<file path="config.mk">
export PLATFORM = sky130hd
export DESIGN_NAME = exception_irq_ctrl
export DESIGN_NICKNAME = d
export VERILOG_FILES = /design/src/rtl/exception_irq_ctrl.sv
export SDC_FILE = /design/constraint.sdc
export NUM_CORES = 1
export LEC_CHECK = 0
export BUFFER_PORTS_ARGS = -buffer_cell sky130_fd_sc_hd__buf_2
export CORE_ASPECT_RATIO = 1.2
export CORE_MARGIN = 1.5
export CORE_UTILIZATION = 45
export CTS_BUF_LIST = sky130_fd_sc_hd__clkbuf_8
export DETAILED_ROUTE_END_ITERATION = 16
export GPL_TIMING_DRIVEN = 1
export PLACE_DENSITY = 0.86
export SLEW_MARGIN = 30
export SYNTH_ARGS = -nofsm -noshare
export SYNTH_HDL_FRONTEND = slang
export SYNTH_SLANG_ARGS = --single-unit
export TNS_END_PERCENT = 1
</file>
<file path="constraint.sdc">
create_clock -name clk -period 5.1 [get_ports clk]
set_input_delay 0.255 -clock clk [delete_from_list [all_inputs] [get_ports clk]]
set_output_delay 0.255 -clock clk [all_outputs]
set_load 0.02 [all_outputs]
</file>
<file path="src/rtl/exception_irq_ctrl.sv">
// Prioritised exception/interrupt controller for the 5-stage MIPS pipeline.
// Optional NMI input is enabled by defining EXC_IRQ_CTRL_NMI_EN.
module exception_irq_ctrl #(
  parameter int unsigned           NUM_IRQ    = 4,
  parameter int unsigned           ADDR_WIDTH = 32,
  parameter logic [ADDR_WIDTH-1:0] VEC_BASE   = ADDR_WIDTH'(32'h0000_0080),
  parameter logic [ADDR_WIDTH-1:0] VEC_STRIDE = ADDR_WIDTH'(32'h0000_0010)
) (
  input  logic                  clk,
  input  logic                  reset,
`ifdef EXC_IRQ_CTRL_NMI_EN
  input  logic                  nmi,
`endif
  input  logic                  ovf_ex,
  input  logic [ADDR_WIDTH-1:0] pc_ex,
  input  logic                  undef_id,
  input  logic [ADDR_WIDTH-1:0] pc_id,
  input  logic                  eret_id,
  input  logic [NUM_IRQ-1:0]    irq,
  input  logic                  mask_wr,
  input  logic [NUM_IRQ-1:0]    mask_din,
  output logic [NUM_IRQ-1:0]    irq_ack,
  output logic                  ex_mem_flush,
  output logic                  id_ex_flush,
  output logic                  if_id_flush,
  output logic                  choose_epc,
  output logic [ADDR_WIDTH-1:0] redirect_addr,
  output logic [ADDR_WIDTH-1:0] epc,
  output logic [3:0]            cause,
  output logic                  in_handler
);

  localparam logic [0:0] ST_IDLE    = 1'b0;
  localparam logic [0:0] ST_HANDLER = 1'b1;
  localparam logic [ADDR_WIDTH-1:0] PC_STEP = ADDR_WIDTH'(32'd4);

  logic [0:0]            state_q, state_d;
  logic [ADDR_WIDTH-1:0] epc_q, epc_d;
  logic [3:0]            cause_q, cause_d;
  logic [NUM_IRQ-1:0]    mask_q, mask_d;
  logic [NUM_IRQ-1:0]    pend_q, pend_d;
  logic [NUM_IRQ-1:0]    elig_s, ack_s;
  logic [2:0]            irq_sel_s;
  logic                  irq_hit_s;
  logic [2:0]            flush_s;
  logic                  choose_s;
  logic [ADDR_WIDTH-1:0] redirect_s;

  function automatic logic [ADDR_WIDTH-1:0] vec_addr(input logic [ADDR_WIDTH-1:0] k);
    return VEC_BASE + k * VEC_STRIDE;
  endfunction

`ifdef EXC_IRQ_CTRL_NMI_EN
  logic nmi_q, nmi_pend_q, nmi_pend_d, nmi_take_s;
  assign nmi_pend_d = (nmi_pend_q | (nmi & ~nmi_q)) & ~nmi_take_s;
`endif

  assign elig_s    = pend_q & mask_q;
  assign irq_hit_s = |elig_s;
  // A pending bit being acknowledged this cycle is cleared even if the line is still high.
  assign pend_d    = (pend_q | irq) & ~ack_s;
  assign mask_d    = mask_wr ? mask_din : mask_q;

  always_comb begin
    irq_sel_s = 3'd0;
    for (int i = int'(NUM_IRQ) - 1; i >= 0; i--) begin
      irq_sel_s = elig_s[i] ? 3'(i) : irq_sel_s;
    end
  end

  always_comb begin
    state_d    = state_q;
    epc_d      = epc_q;
    cause_d    = cause_q;
    flush_s    = 3'b000;
    choose_s   = 1'b0;
    redirect_s = '0;
    ack_s      = '0;
`ifdef EXC_IRQ_CTRL_NMI_EN
    nmi_take_s = 1'b0;
`endif
    if (reset) begin
      flush_s = 3'b000;
    end else begin
`ifdef EXC_IRQ_CTRL_NMI_EN
      if (nmi_pend_q) begin
        nmi_take_s = 1'b1;
        flush_s    = 3'b111;
        choose_s   = 1'b1;
        redirect_s = vec_addr(ADDR_WIDTH'(NUM_IRQ + 32'd3));
        epc_d      = pc_ex - PC_STEP;
        cause_d    = 4'd4;
        state_d    = ST_HANDLER;
      end else
`endif
      if (state_q == ST_IDLE) begin
        if (ovf_ex) begin
          flush_s    = 3'b111;
          choose_s   = 1'b1;
          redirect_s = VEC_BASE;
          epc_d      = pc_ex - PC_STEP;
          cause_d    = 4'd2;
          state_d    = ST_HANDLER;
        end else if (undef_id) begin
          flush_s    = 3'b011;
          choose_s   = 1'b1;
          redirect_s = vec_addr(ADDR_WIDTH'(4'd1));
          epc_d      = pc_id;
          cause_d    = 4'd1;
          state_d    = ST_HANDLER;
        end else if (irq_hit_s) begin
          flush_s    = 3'b111;
          choose_s   = 1'b1;
          redirect_s = vec_addr(ADDR_WIDTH'(4'd3) + ADDR_WIDTH'(irq_sel_s));
          epc_d      = pc_ex - PC_STEP;
          cause_d    = {1'b1, irq_sel_s};
          state_d    = ST_HANDLER;
          for (int i = 0; i < int'(NUM_IRQ); i++) begin
            ack_s[i] = (irq_sel_s == 3'(i));
          end
        end else begin
          state_d = ST_IDLE;
        end
      end else begin
        // A fault inside the handler beats a simultaneous ERET; epc is kept.
        if (ovf_ex || undef_id) begin
          flush_s    = 3'b111;
          choose_s   = 1'b1;
          redirect_s = vec_addr(ADDR_WIDTH'(4'd2));
          cause_d    = 4'd3;
        end else if (eret_id) begin
          flush_s    = 3'b001;
          choose_s   = 1'b1;
          redirect_s = epc_q;
          cause_d    = 4'd0;
          state_d    = ST_IDLE;
        end else begin
          state_d = ST_HANDLER;
        end
      end
    end
  end

  always_ff @(posedge clk) begin
    if (reset) begin
      state_q <= ST_IDLE;
      epc_q   <= '0;
      cause_q <= 4'd0;
      mask_q  <= '0;
      pend_q  <= '0;
`ifdef EXC_IRQ_CTRL_NMI_EN
      nmi_q      <= 1'b0;
      nmi_pend_q <= 1'b0;
`endif
    end else begin
      state_q <= state_d;
      epc_q   <= epc_d;
      cause_q <= cause_d;
      mask_q  <= mask_d;
      pend_q  <= pend_d;
`ifdef EXC_IRQ_CTRL_NMI_EN
      nmi_q      <= nmi;
      nmi_pend_q <= nmi_pend_d;
`endif
    end
  end

  assign ex_mem_flush  = flush_s[2];
  assign id_ex_flush   = flush_s[1];
  assign if_id_flush   = flush_s[0];
  assign choose_epc    = choose_s;
  assign redirect_addr = redirect_s;
  assign irq_ack       = ack_s;
  assign epc           = epc_q;
  assign cause         = cause_q;
  assign in_handler    = (state_q == ST_HANDLER);

endmodule
</file>
==> results.md <==
Logic synthesis:
- Sequential cells were found to cover 29.9% of the synthesized design area.
- Averaged over all synthesized cells, the footprint is 7.49 um2.
- The top cell type by area accounts for 29.9% of the synthesized area.
- After technology mapping, the gate count stands at 393.
- The number of unique standard cell types used by synthesis is 60.
- In the synthesized netlist the dominant register cell turns out to be sky130_fd_sc_hd__dfxtp_1.
- Ranked by total cell area, the synthesized netlist is headed by sky130_fd_sc_hd__dfxtp_1 (30%), sky130_fd_sc_hd__and2_1 (6.2%), sky130_fd_sc_hd__nor2_1 (5.6%).
- The cell area after synthesis is 2950 um2.
- For this run, asynchronously set or reset flops after synthesis account for 0%.
- The largest total area in the synthesized netlist belongs to sky130_fd_sc_hd__dfxtp_1.
- The number of enable flip-flop cells after synthesis is 0.
- The number of flip-flops and latches in the synthesized netlist is 44.
- The number of nets produced by synthesis is 472.
- During synthesis, Yosys emitted a total of 0 warnings.

STA:
- The final worst clock skew is 0.00737 ns.
- The maximum operating frequency is 377 MHz.
- The worst setup slack after layout is 2.45 ns.
- Hold timing on the final database bottoms out at a slack of 0.196 ns.
- The count of final hold-check violations is 0.
- The number of failing setup endpoints in the final timing report is 0.
- The count of final max-slew check failures is 0.
- The post-route minimum period is 2.65 ns.
- The relative slew slack is 40.4%.
- The final clock period utilization by the worst path is 52.0%.
- After routing, the total negative slack on setup checks comes to 0 ns.
- Setup repair after global routing left no endpoint under its margin.
- The transition time at the pin with the least slew margin is 0.894 ns.

Clocking:
- In this run the post-CTS setup repair buffer count came out at 0.
- The worst-case clock buffer depth is 2.
- The count of hold-fix buffers inserted at cts is 0.
- The H-tree was split into 2 levels.
- TritonCTS built the clock tree.
- The clock latency of the later-clocked register in the worst-skew pair is 0.30 ns.
- The buffer cell driving the clock tree root is sky130_fd_sc_hd__clkbuf_8.
- The number of gates resized after CTS was 0.
- The number of sinks on the clock net is 44.
- Clock-pin slew was measured on the worst setup and hold paths at 0.09 ns.
- Buffers inserted during clock tree synthesis total 5.

Layout:
- The library cell used most frequently in the layout, excluding fill and tap cells, is sky130_fd_sc_hd__buf_2.
- The final-stage net count is 607.
- The antenna cell count is 0.
- The signed area change from the synthesized netlist to the final layout is 29.6%.
- The library cells used most frequently in the layout, excluding fill and tap cells, are sky130_fd_sc_hd__buf_2 (153), sky130_fd_sc_hd__nor2_1 (44), sky130_fd_sc_hd__dfxtp_1 (44), sky130_fd_sc_hd__nand2_1 (43).
- The fraction of layout cells with a size suffix above 1 is 33.6%.

Setup path:
- STA classifies the critical path endpoint as an output port.
- The worst setup path category is flip-flop to output port.
- The data arrival time of the worst path is 2.40 ns.
- The data required time of the worst path is 4.85 ns.
- The startpoint type of the worst setup path is a flip-flop.
- The critical path ends at redirect_addr[19].
- The number of cell instances on the worst register-to-register path is 5.
- The maximum fanout encountered on the critical timing path is 16.
- The terminus of the critical flop-to-flop path is epc[18].
- The worst register-to-register path has a setup slack of 2.96 ns.
- The startpoint of the worst-slack reg-to-reg timing path is pend_q[0].
- In this run the worst setup path begins at in_handler.

Routing:
- The detailed router placed 3467 vias in this run.
- The number of DRC markers after the initial detailed-route iteration is 130.
- The total wire length after detailed routing is 9260 um.
- Before antenna repair, the detailed router went through 5 iterations.
- The detail route stage leaves a number of antenna-violating nets equal to 0.
- After detailed routing, the average wire length per cell comes to 15.1 um.
- The residual DRC count is 0.
- The vias per cell is 5.65.

Outcome:
- The run finished with clean final reports.

Global routing:
- The via count of the first global-routing pass came to 3055.
- The overflow left after global routing is 0.
- The first global-routing pass estimated 14600 um of wire.
- Entering global routing, the biggest net connects 49 pins.
- Global routing used 25.6% of the available tracks across all layers.
- The number of antenna violations at the first check in global routing is 0.

Placed design:
- Detailed placement finished with a half-perimeter wire length of 7010 um.
- At the end of routability-driven placement, the weighted congestion stood at 0.891.
- Timing analysis after detailed placement gives a worst setup slack of 2.81 ns.
- Input and output buffers added on the ports amount to 153.

Pwr:
- The power density over cell area is 237 nW/um2.
- The leakage power figure is 1.77 nW.
- The worst-case vdd ir drop is 146 uV.

Floorplan:
- For this design the top-level I/O count stands at 155.
- The vertical extent of the die is 91.6 um.
- The floorplan die width is 76.9 um.
- The total area inside the core boundary comes to 6370 um2.
- The area of the die is 7040 um2.
- Once the floorplan was initialized, standard cells occupied 46.3% of the core.
- The row count is 32.

Job:
- Across the run, the number of max-cap violations was 0.

Min path:
- The tightest min-delay check is of the primary input to flip-flop type.
==> synthesized netlist by cell type, types with 4 or more instances <==
master	n
sky130_fd_sc_hd__nor4_2	5
sky130_fd_sc_hd__a221oi_1	4
sky130_fd_sc_hd__nor2_1	44
sky130_fd_sc_hd__and2_1	29
sky130_fd_sc_hd__nand3_1	10
sky130_fd_sc_hd__a211oi_1	4
sky130_fd_sc_hd__inv_1	5
sky130_fd_sc_hd__xnor2_1	11
sky130_fd_sc_hd__o21a_1	7
sky130_fd_sc_hd__nor3_1	24
sky130_fd_sc_hd__a31oi_1	5
sky130_fd_sc_hd__a211o_1	4
sky130_fd_sc_hd__clkbuf_1	19
sky130_fd_sc_hd__or3_1	7
sky130_fd_sc_hd__nor4_1	4
sky130_fd_sc_hd__nand2_1	43
sky130_fd_sc_hd__dfxtp_1	44
sky130_fd_sc_hd__a21oi_1	29
sky130_fd_sc_hd__a22o_1	4
sky130_fd_sc_hd__o21ai_0	18
sky130_fd_sc_hd__xor2_1	4
sky130_fd_sc_hd__mux2i_1	5
==> routing by layer <==
metal	GRT usage [%]	vias to the layer above	wire [um]
li1	-	1690	-
met1	31.7	1611	3740
met2	43.4	145	4580
met3	4.18	21	686
met4	11.0	0	244
met5	0	-	0
==> state kept, by name (all words and copies together), names as in the netlist <==
name / flops
in_handler: 1
epc: 32
pend_q: 4
cause: 3
mask_q: 4
==> worst min-delay path by stage <==
stage / startpoint / endpoint / slack (ns) / cells past startpoint
after floorplan: mask_din[0] / mask_q[0] / 0.40 / 2
after global placement: cause[0] / cause[0] / 0.45 / 1
after detailed placement: cause[0] / cause[0] / 0.45 / 1
after CTS: mask_din[2] / mask_q[2] / 0.19 / 3
after global routing: mask_din[3] / mask_q[3] / 0.22 / 3
final: mask_din[2] / mask_q[2] / 0.20 / 3
==> worst max-delay path: stages, from the launching register on <==
cell,delay (ns)
sky130_fd_sc_hd__dfxtp_1,0.63
sky130_fd_sc_hd__nand2_1,0.24
sky130_fd_sc_hd__nor3_2,0.59
sky130_fd_sc_hd__buf_4,0.33
sky130_fd_sc_hd__and2_1,0.14
sky130_fd_sc_hd__buf_2,0.17
==> through the flow <==
| step | area (um2) | power (mW) | util (%) | instances |
|---|---|---|---|---|
| 5_1_grt | 3820 | 0.950 | 59.9 | 614 |
| 6_report | 3820 | 0.905 | 59.9 | 614 |
| 4_1_cts | 3820 | 0.911 | 59.9 | 614 |
| 3_5_place_dp | 3710 | 0.642 | 58.3 | 606 |
| 2_1_floorplan | 2950 | 0.548 | - | 393 |
| 3_3_place_gp | 3700 | 0.636 | 58.2 | 606 |
==> report_power, final <==
| group | total [mW] | switching [mW] | internal, mW |
|---|---|---|---|
| clock network | 0.269 | 0.126 | 0.144 |
| logic | 0.241 | 0.148 | 0.0928 |
| registers | 0.395 | 0.0231 | 0.372 |
==> cell type report <==
type                       instances  area [um2]
fill                             600        2550
timing repair buffer             156         788
inverter                           5        18.8
clock inverter                     3        38.8
sequential                        44         881
multi-input combinational        316        1910
tap                               85         106
clock buffer                       5        68.8
==> cell families after synthesis <==
family / count (synthesis) / synth area share [%]
other: 1 / 0.127
buffers and inverters: 33 / 5.57
AO/OA/AOI/OAI: 106 / 24.0
multiplexers: 7 / 2.46
AND/OR/NAND/NOR: 186 / 33.1
XOR/XNOR: 15 / 4.46
adder cells (fa/ha/maj): 1 / 0.425
flip-flops: 44 / 29.9
Power figures use the tool's default switching activity.
